[config.mk]
export PLATFORM = sky130hd
export DESIGN_NAME = shift_left
export DESIGN_NICKNAME = d
export VERILOG_FILES = /design/src/rtl/shift_left_pkg.sv /design/src/rtl/shift_left_core.sv /design/src/rtl/shift_left.sv
export SDC_FILE = /design/constraint.sdc
export NUM_CORES = 1
export LEC_CHECK = 0
export BUFFER_PORTS_ARGS = -buffer_cell sky130_fd_sc_hd__buf_2
export CORE_MARGIN = 4
export CORE_UTILIZATION = 30
export CTS_CLUSTER_DIAMETER = 40
export DETAILED_ROUTE_END_ITERATION = 12
export PLACE_DENSITY = 0.57
export SYNTH_ARGS = -nofsm -noshare
export SYNTH_HDL_FRONTEND = slang
export SYNTH_SLANG_ARGS = --single-unit
[constraint.sdc]
create_clock -name clk -period 1.9 [get_ports clk]
set_input_delay 0.095 -clock clk [delete_from_list [all_inputs] [get_ports clk]]
set_output_delay 0.095 -clock clk [all_outputs]
set_load 0.01 [all_outputs]
[src/rtl/shift_left_pkg.sv]
// Shared constants and the shift-by-one helper for the shift_left ALU slice.
// Latency: none (types, constants and a pure function only).
// Backpressure: not applicable.
package shift_left_pkg;

    localparam int SHL_WIDTH_DEFAULT = 8;

    // Widest operand the helper function can carry; instances truncate to their own width.
    localparam int SHL_WIDTH_MAX = 64;

    // Shift left by one with a caller-chosen LSB fill. Operating at the maximum width
    // lets any narrower instance take the low WIDTH bits, which equal
    // {value[WIDTH-2:0], fill} for a zero-extended operand.
    function automatic logic [SHL_WIDTH_MAX-1:0] shl1(
        input logic [SHL_WIDTH_MAX-1:0] value,
        input logic                     fill
    );
        return {value[SHL_WIDTH_MAX-2:0], fill};
    endfunction

endpackage

[src/rtl/shift_left_core.sv]
// Combinational shift-left-by-one: result, shifted-out MSB and zero flag.
// Latency: 0 cycles (purely combinational).
// Backpressure: none; the outputs follow the inputs continuously.
module shift_left_core
    import shift_left_pkg::*;
#(
    parameter int WIDTH = SHL_WIDTH_DEFAULT
) (
    input  logic [WIDTH-1:0] A,
    input  logic             fill,
    output logic [WIDTH-1:0] next_out,
    output logic             next_cout,
    output logic             next_zero
);

    // Reject widths the shift cannot represent.
    generate
        if (WIDTH < 2 || WIDTH > SHL_WIDTH_MAX) begin : g_bad_width
            $error("shift_left_core: WIDTH out of range");
        end
    endgenerate

    logic [SHL_WIDTH_MAX-1:0] a_ext;

    // Zero-extend the operand so the shared helper can be used at any legal width.
    always_comb begin
        a_ext = '0;
        a_ext[WIDTH-1:0] = A;
    end

    // Shifted value, dropped MSB and zero test on the value that will be registered.
    always_comb begin
        next_out  = WIDTH'(shl1(a_ext, fill));
        next_cout = A[WIDTH-1];
        next_zero = (next_out == '0);
    end

endmodule

[src/rtl/shift_left.sv]
// Registered logical shift-left-by-one for the ALU result mux (optional rotate via SHIFTLEFT_ROTATE_EN).
// Latency: 1 cycle from en=1 at a rising clk edge to Out1/Cout/Zero.
// Backpressure: none; en=0 holds all outputs, async rst clears them (Zero=1).
module shift_left
    import shift_left_pkg::*;
#(
    parameter int WIDTH = SHL_WIDTH_DEFAULT
) (
    input  logic             clk,
    input  logic             rst,
    input  logic             en,
`ifdef SHIFTLEFT_ROTATE_EN
    input  logic             rot,
`endif
    input  logic [WIDTH-1:0] A,
    output logic [WIDTH-1:0] Out1,
    output logic             Cout,
    output logic             Zero
);

    logic             fill;
    logic [WIDTH-1:0] next_out;
    logic             next_cout;
    logic             next_zero;

    // LSB fill: the old MSB when rotating, otherwise a plain logical shift.
`ifdef SHIFTLEFT_ROTATE_EN
    always_comb fill = rot ? A[WIDTH-1] : 1'b0;
`else
    always_comb fill = 1'b0;
`endif

    shift_left_core #(
        .WIDTH (WIDTH)
    ) u_core (
        .A         (A),
        .fill      (fill),
        .next_out  (next_out),
        .next_cout (next_cout),
        .next_zero (next_zero)
    );

    // Single enable-gated register stage; reset takes priority over a same-edge capture.
    always_ff @(posedge clk or posedge rst) begin
        if (rst) begin
            Out1 <= '0;
            Cout <= 1'b0;
            Zero <= 1'b1;
        end else if (en) begin
            Out1 <= next_out;
            Cout <= next_cout;
            Zero <= next_zero;
        end
    end

endmodule

# Word level (Yosys, flattened, before mapping)
# Index checks and enable logic that the tools add are counted.
# W data, S select, Z words.
# classes
n_reduce_logical	1
# ops
operator	n
$logic_not A8 Y1	1
# totals
ff_bits	9
out_inout_bits	10
word_cells	4

# Logic depth before layout (Yosys ltp)
# Gate-level depths: netlist of the first run.
# logic_depth
ltp_word	1
ltp_mapped	3
depth_no_buf	2

# Modules after synthesis
# Synthesis of the first run repeated with hierarchy kept, for this count alone.
# hier_totals
cells_unflattened	35
hier_area_um2	506.7
# modules_own_cells
module	n_inst	cells_per_inst	area_per_inst_um2	seq_area_each_um2
shift_left	1	23	420.4	251.5
shift_left_core	1	12	86.3	0.0

# Worst setup path before layout of the first run
# No wires, ideal clock.
# synth_timing
path_type	register to register
startpoint	reg, netlist name Zero
endpoint	reg Zero
arrival_time_ps	743
t_required_ps	1839
setup_slack_ps	1096
stages_incl_launch_ff	3
cell_sequence	dfstp_2 > nor2b_1 > a31o_1
# synth_lines
element	line_no	text
end signal: assignment	shift_left.sv:52	Zero <= next_zero;
end: declaration	shift_left.sv:18	output logic Zero

# Worst setup path after layout of the first run
# layout_timing
startpoint	reg Zero
endpoint	out Zero
# No word-level cell between the ends.

==> flow_summary_export.csv, run 1 <==
group,metric,value,unit
worst_setup_path,crit_arrival,0.89,ns
timing,finalClockSkew,0,ns
die,ioPinCount,21,
route,drc,0,
run,drv_cap,0,
logic_synthesis,yosysTopAreaCellShare,0.494,
timing,grt_setup_unrepaired,"false",
die,num_rows,12,
global_routing,antenna_found_initial,0,
run_status,status,"finished clean",
timing,fin_setup_tns,0,ns
clocking,cts.sinks,9,
worst_setup_path,slowest_stage,"dfstp_2",
global_routing,grt_usage,0.0912,
clocking,root_buffer,"clkbuf_4",
worst_setup_path,cp.required,1.80,ns
logic_synthesis,synth_cell_types,11,
clocking,clock_latency,0.25,ns
final_layout,antenna_cells,0,
worst_setup_path,path_depth,1,
global_routing,grt_pass1_wl,1350,um
worst_setup_path,crit_fanout,2,
global_routing,grt_pass1_vias,320,
final_layout,nets,59,
route,wl_per_cell,13.3,um
timing,fin_crit_sh,0.518,
route,viasPerCell,4.52,
logic_synthesis,postSynthCellCount,25,
die,die-area,2000,um^2
pwr,total_power,0.000444,W
placement,post-place-ws,1.07,ns
timing,final_max_slew_viol_count,0,
route,drt_iter0_drc,3,
placement,gp_congestion,0.740,
pwr,leakagePower,0.281,nW
clocking,cts_tree,"built",
final_layout,drive_above_1_share,0.681,
global_routing,use_met1,0.104,
clocking,cts_resized,0,
worst_setup_path,crit_family,"flip-flops",
logic_synthesis,avgSynthCellArea,16.2,um^2
clocking,htreeDepth,1,
die,coreArea,1190,um^2
route,drt_wl_total,811,um
route,drt-pass1-iter-count,2,
worst_setup_path,worstSetupPathType,"flop to output port",
hold_path,hp-class,"input port to flop",
worst_setup_path,crit_path_cell_trace,"buf_2",
worst_setup_path,startpoint_type,"flop",
global_routing,globalRouteMet3Util,0.0239,
timing,fmax,1020,MHz
logic_synthesis,synth_area,405,um^2
final_layout,syn_to_final_growth,32.1,%
logic_synthesis,synth_area_leaders,"dfrtp_1, mux2_4, dfstp_2",
route,vias,276,
worst_setup_path,cp-end-kind,"output port",
die,die_h,44.8,um
global_routing,top_usage_layer,"met2",
logic_synthesis,yosys_warnings,0,
timing,setup-violations-final,0,
worst_setup_path,max_stage_delay,0.52,ns
die,die_x,44.8,um
pwr,p_per_area,828,nW/um^2
worst_setup_path,rr_worst_depth,2,
placement,portBuffers,19,
global_routing,grt_max_degree,11,
global_routing,overflow,0,
timing,setup_ws,0.915,ns
hold_path,hold_depth,2,
route,ant_nets,0,
global_routing,grt_use_met2,0.160,
clocking,clk_path_buf_depth,2,
logic_synthesis,synth_fp_nets,36,
logic_synthesis,synth_top_cell_by_area,"dfrtp_1",
logic_synthesis,ys_ff_latch,9,
die,start_util,0.342,
logic_synthesis,ys_seq_area_frac,0.559,
worst_setup_path,critPathBufInv,1,
pwr,peakVddDrop,0.000352,V
clocking,clk_pin_slew,0.06,ns
clocking,cts_buffers,3,
timing,hold_viol_final,0,
timing,fin_crit,0.985,ns
-- kinds of logic (layout without fill, tap and decap cells) --
kind of cell,after synthesis,count (layout),share of synthesized area
compound gates,1,1,0.0216
buf+inv,3,25,0.0556
flops,9,9,0.559
simple gates,3,3,0.0586
other cells,1,1,0.00925
mux,8,8,0.296
-- timing repair --
action | in CTS | in global routing
hold endpoints to repair | 8 | 0
hold buffers | 1 | 0
setup buffers | 0 | 0
-- per-layer routing --
layer  vias up  part of all wire
met3         0             0.086
met1       135              0.42
met5         -                 0
met2        11              0.50
li1        130                 -
met4         0                 0
-- per-stage QoR --
step	area, um^2	util	hold slack (ns)	cells
after floorplan	405	-	-0.0778	25
after global placement	499	0.421	0.0566	56
after detailed placement	499	0.421	0.0709	56
after CTS	536	0.451	0.0793	61
after global routing	536	0.451	0.0816	61
final	536	0.451	0.0820	61
-- cell usage after synthesis (all sizes together) --
library cell / count
buf: 2
a31o: 1
dfstp: 1
conb: 1
nor3: 1
nor2b: 1
nor4: 1
dfrtp: 8
mux2: 8
inv: 1
-- final cells by class --
| class | count | area [um^2] |
|---|---|---|
| clock buffers | 4 | 26.3 |
| fillers | 109 | 651 |
| flip-flops and latches | 9 | 226 |
| inverters | 1 | 3.75 |
| multi-input cells | 13 | 156 |
| repair buffers | 20 | 105 |
| well taps | 14 | 17.5 |
-- placed cells by master, fill, tap and decap left out --
master | netlist | final
clkbuf_1 | 0 | 1
inv_1 | 1 | 1
conb_1 | 1 | 1
mux2_4 | 8 | 8
clkbuf_4 | 0 | 3
nor3_1 | 1 | 1
nor2b_1 | 1 | 1
dlygate4sd3_1 | 0 | 1
dfrtp_1 | 8 | 8
nor4_2 | 1 | 1
buf_2 | 0 | 19
a31o_1 | 1 | 1
dfstp_2 | 1 | 1
-- flip-flops by register name (all words and copies together), names as in the netlist --
register and count:
Out1 7, Cout 1, Zero 1
-- report_power, final --
| group | total (W) | switching, W | leakage, nW | internal (W) |
|---|---|---|---|---|
| combinational | 0.0000817 | 0.0000354 | 0.162 | 0.0000463 |
| sequential | 0.000218 | 0.00000844 | 0.104 | 0.000209 |
| clock | 0.000144 | 0.0000636 | 0.0150 | 0.0000807 |
-- worst paths after layout --
path                       startpoint  endpoint  slack [ns]
min in group asynchronous         rst   Out1[6]        0.33
min reg2reg                   Out1[3]   Out1[3]        0.50
max                              Zero      Zero        0.92
min                              A[7]      Cout        0.08
max in group asynchronous         rst      Zero        1.27
max reg2reg                      Zero      Zero        1.10
(Power assumes the default switching activity.)
==> inputs of run 2 (changes only) <==
ABC_AREA = 1   (was not set)
PLACE_DENSITY = 0.59   (was 0.57)
clock period = 0.9 ns   (was 1.9 ns; I/O delays follow)
==> flow_summary_export.csv, run 2 <==
group,metric,value,unit
placement,post-place-ws,0.213,ns
placement,portBuffers,19,
worst_setup_path,startpoint_type,"flop",
logic_synthesis,yosysTopAreaCellShare,0.506,
logic_synthesis,synth_cell_types,12,
timing,setup_ws,-0.0347,ns
logic_synthesis,ys_async_sr_fraction,1.00,
final_layout,syn_to_final_growth,37.3,%
final_layout,layout_commonest_cell,"buf_2",
die,num_rows,12,
final_layout,most-common-layout-cells,"buf_2, nand2_1, dfrtp_1, inv_1, o21ai_0",
placement,dp_hpwl,656,um
global_routing,grt_use_met2,0.142,
clocking,htreeDepth,1,
timing,finalClockSkew,0,ns
final_layout,fillers,124,
global_routing,globalRouteMet3Util,0.0407,
clocking,root_buffer,"clkbuf_4",
logic_synthesis,ys_ff_latch,9,
global_routing,grt_pass1_wl,1380,um
route,drt_iter0_drc,2,
final_layout,stdcell_count,83,
die,die_h,44.3,um
worst_setup_path,crit_arrival,0.89,ns
route,ant_nets,0,
final_layout,largest_reg_flops,7,
worst_setup_path,crit_family,"flip-flops",
logic_synthesis,yosys-top-cells-count,"nand2_1, dfrtp_1, inv_1",
global_routing,top_usage_layer,"met2",
final_layout,regMostFlops,"Out1",
clocking,cts_buffers,3,
timing,hold_viol_final,0,
global_routing,antenna_found_initial,0,
route,vias,338,
die,die-area,1960,um^2
worst_setup_path,cp-end-kind,"output port",
global_routing,use_met1,0.115,
worst_setup_path,max_stage_delay,0.54,ns
logic_synthesis,ys_seq_area_frac,0.573,
logic_synthesis,postSynthCellCount,46,
timing,fmax,1070,MHz
global_routing,grt_max_degree,15,
clocking,cts.sinks,9,
final_layout,antenna_cells,0,
clocking,post_cts_buffers,0,
final_layout,reg.largest.list,"Out1: 7 flops, Cout: 1 flops, Zero: 1 flops",
clocking,cts_tree,"built",
logic_synthesis,synth_fp_nets,57,
logic_synthesis,synth_edf_count,0,
die,ioPinCount,21,
run,drv_cap,0,
logic_synthesis,yosys_warnings,0,
placement,dp.cells,77,
route,drt_wl_total,841,um
timing,fin_crit,0.935,ns
clocking,clk_pin_slew,0.06,ns
timing,setup-violations-final,1,
final_layout,drive_above_1_share,0.391,
die,coreArea,1170,um^2
timing,fin_crit_sh,1.04,
hold_path,hp-class,"input port to flop",
logic_synthesis,synthFlopType,"dfrtp_1",
worst_setup_path,slowest_stage,"dfstp_2",
clocking,clk_path_buf_depth,2,
clocking,clock_latency,0.25,ns
placement,gp_congestion,0.632,
worst_setup_path,crit_path_cell_trace,"buf_6",
route,viasPerCell,4.07,
route,drc,0,
global_routing,grt_pass1_vias,336,
timing,final_max_slew_viol_count,0,
logic_synthesis,synth_most_common_cell,"nand2_1",
logic_synthesis,synth_top_cell_by_area,"dfrtp_1",
run_status,violations,"setup timing",
die,start_util,0.338,
timing,fin_setup_tns,-0.0347,ns
timing,grt_setup_unrepaired,"true",
worst_setup_path,critPathBufInv,1,
logic_synthesis,synth_area,395,um^2
final_layout,nets,81,
worst_setup_path,cp.required,0.85,ns
global_routing,overflow,0,
global_routing,grt_usage,0.0982,
worst_setup_path,worstSetupPathType,"flop to output port",
run_status,status,"complete, but fails checks",
logic_synthesis,synth_area_leaders,"dfrtp_1, nand2_1, inv_1",
pwr,leakagePower,0.314,nW
route,drt-pass1-iter-count,4,
pwr,p_per_area,1660,nW/um^2
die,die_x,44.3,um
logic_synthesis,avgSynthCellArea,8.60,um^2
worst_setup_path,crit_fanout,2,
route,wl_per_cell,10.1,um
pwr,peakVddDrop,0.000793,V
## run 2: cell type report
type                            instances  area [um^2]  share of cell area
Sequential cell                         9          226               0.417
Timing Repair Buffer                   21          121               0.224
Clock inverter                          1         5.00             0.00922
Multi-Input combinational cell         26          116               0.214
Inverter                                9         33.8              0.0622
Tap cell                               14         17.5              0.0323
Clock buffer                            3         22.5              0.0415
## run 2: kinds of logic (layout without fill, tap and decap cells)
kind of cell           count (synthesis)  after routing  synth area share
AO/OA/AOI/OAI                          7              7             0.114
buffers and inverters                 11             34             0.133
flip-flops                             9              9             0.573
AND/OR/NAND/NOR                       18             18             0.171
other                                  1              1           0.00948
## run 2: worst reg2reg max path: stages (launching register included)
cell	delay, ns
dfstp_2	0.54
nand2_1	0.05
nand2_1	0.07
## run 2: where the power goes
group,internal [W],switching (W)
Clock,0.000164,0.000144
Sequential,0.000437,0.0000163
Combinational,0.0000634,0.0000789
## run 2: worst paths after layout
kind                              start  endpoint  slack, ns  depth (start not counted)
worst max-delay path               Zero      Zero      -0.03                          1
worst min-delay path               A[1]   Out1[2]       0.04                          3
worst max register to register     Zero      Zero       0.19                          2
worst min register to register  Out1[2]   Out1[2]       0.47                          2
max in group asynchronous           rst      Zero       0.31                          3
min in group asynchronous           rst   Out1[6]       0.29                          3
## run 2: what timing repair did
item                                    in CTS  in global routing
hold buffers                                 2                  0
resized for setup                            1                  0
endpoints found under the setup margin       1                  1
hold endpoints to repair                     9                  0
pin swaps                                    0                  0
## run 2: metrics by stage
step | hold slack [ns] | total power (W) | cell area [um^2] | util
4_1_cts | 0.0288 | 0.000919 | 543 | 0.464
6_report | 0.0350 | 0.000903 | 543 | 0.464
3_3_place_gp | 0.0246 | 0.000595 | 489 | 0.418
3_5_place_dp | 0.0212 | 0.000600 | 489 | 0.418
5_1_grt | 0.0339 | 0.000959 | 543 | 0.464
2_1_floorplan | -0.128 | 0.000539 | 395 | -
## run 2: per-layer routing
| metal | wire length (um) | vias to the layer above |
|---|---|---|
| met5 | 0 | - |
| met4 | 6 | 0 |
| met3 | 94 | 2 |
| met2 | 383 | 15 |
| met1 | 356 | 142 |
| li1 | - | 179 |
==> inputs of run 3 (changes only) <==
CTS_BUF_LIST = sky130_fd_sc_hd__clkbuf_2   (was not set)
==> flow_summary_export.csv, run 3 (synthesis gave the netlist of run 2 again) <==
group,metric,value,unit
run_status,status,"complete, but fails checks",
run_status,violations,"setup timing",
clocking,cts_tree,"built",
route,drt-pass1-iter-count,4,
route,ant_nets,0,
final_layout,layout_commonest_cell,"buf_2",
clocking,htreeDepth,1,
global_routing,grt_usage,0.0957,
global_routing,overflow,0,
route,drc,0,
timing,finalClockSkew,0,ns
final_layout,stdcell_count,82,
timing,fin_crit,0.926,ns
final_layout,largest_reg_flops,7,
pwr,peakVddDrop,0.000718,V
timing,fin_crit_sh,1.03,
pwr,total_power,0.000835,W
final_layout,seq_area,226,um^2
pwr,p_per_area,1590,nW/um^2
final_layout,nets,80,
worst_setup_path,crit_fanout,2,
die,ioPinCount,21,
final_layout,syn_to_final_growth,32.9,%
run,drv_cap,0,
timing,grt_setup_unrepaired,"true",
placement,portBuffers,19,
clocking,root_buffer,"clkbuf_2",
worst_setup_path,cp-end-kind,"output port",
worst_setup_path,max_stage_delay,0.55,ns
pwr,leakagePower,0.309,nW
worst_setup_path,crit_arrival,0.88,ns
die,coreArea,1170,um^2
final_layout,regMostFlops,"Out1",
final_layout,most-common-layout-cells,"buf_2, nand2_1, dfrtp_1, inv_1, o21ai_0",
timing,setup_ws,-0.0264,ns
global_routing,grt_pass1_wl,1350,um
die,start_util,0.338,
global_routing,grt_pass1_vias,332,
worst_setup_path,worstSetupPathType,"flop to output port",
timing,holdWs,0.00623,ns
timing,setup-violations-final,1,
die,die_h,44.3,um
route,drt_wl_total,809,um
worst_setup_path,slowest_stage,"dfstp_2",
die,num_rows,12,
final_layout,antenna_cells,0,
final_layout,stdcell_area,526,um^2
worst_setup_path,critPathBufInv,1,
clocking,clk_pin_slew,0.09,ns
final_layout,reg.largest.list,"Out1: 7 flops, Cout: 1 flops, Zero: 1 flops",
final_layout,drive_above_1_share,0.397,
route,vias,333,
global_routing,antenna_found_initial,0,
placement,gp_congestion,0.632,
placement,post-place-ws,0.213,ns
final_layout,multi_input_area,116,um^2
worst_setup_path,crit_path_cell_trace,"buf_6",
global_routing,grt_max_degree,15,
route,drt_iter0_drc,2,
route,viasPerCell,4.06,
die,die-area,1960,um^2
clocking,clock_latency,0.23,ns
timing,fmax,1080,MHz
clocking,clk_path_buf_depth,2,
worst_setup_path,crit_family,"flip-flops",
placement,dpl_cell_area,489,um^2
die,die_x,44.3,um
placement,dp_hpwl,656,um
timing,hold_viol_final,0,
placement,dp.cells,77,
final_layout,fillers,125,
worst_setup_path,startpoint_type,"flop",
timing,final_max_slew_viol_count,0,
worst_setup_path,cp.required,0.85,ns
clocking,cts.sinks,9,
clocking,cts_buffers,3,
clocking,post_cts_buffers,0,
hold_path,hp-class,"input port to flop",
route,wl_per_cell,9.87,um
run 3: report_power, final:
part | switching [W] | leakage (nW) | internal [W]
sequential | 0.0000161 | 0.107 | 0.000437
combinational | 0.0000782 | 0.186 | 0.0000606
clock | 0.000143 | 0.0164 | 0.000101
run 3: path summary, 6_finish.rpt:
check	from	to	slack (ns)	cells after the start
worst max-delay path	Zero	Zero	-0.03	1
worst min-delay path	A[7]	Cout	0.006	3
worst max register to register	Zero	Zero	0.18	2
worst min register to register	Zero	Zero	0.48	2
max in group asynchronous	rst	Zero	0.32	3
min in group asynchronous	rst	Out1[6]	0.29	3
run 3: what timing repair did:
| item | in CTS | in global routing |
|---|---|---|
| hold buffers | 1 | 0 |
| endpoints found under the setup margin | 1 | 1 |
| gates resized for setup | 1 | 0 |
| hold endpoints to repair | 8 | 0 |
run 3: routing by layer:
metal / vias to the layer above / wire [um] / GRT usage
met1: 139 / 363 / 0.115
met5: - / 0 / 0
li1: 177 / - / -
met2: 15 / 356 / 0.137
met3: 2 / 82 / 0.0366
met4: 0 / 6 / 0.0723
run 3: cell type report:
cell class / count / share of cell area
multi-input combinational: 26 / 0.221
clock buffer: 3 / 0.0286
timing repair buffer: 20 / 0.212
clock inverter: 1 / 0.00952
tap: 14 / 0.0333
inverter: 9 / 0.0643
sequential: 9 / 0.431
run 3: per-stage QoR:
| step | utilization | setup TNS (ns) |
|---|---|---|
| finish | 0.449 | -0.0264 |
| global route | 0.449 | -0.0655 |
| CTS | 0.449 | -0.0387 |
| detailed placement | 0.418 | 0 |
| global placement | 0.418 | 0 |
| floorplan | - | 0 |
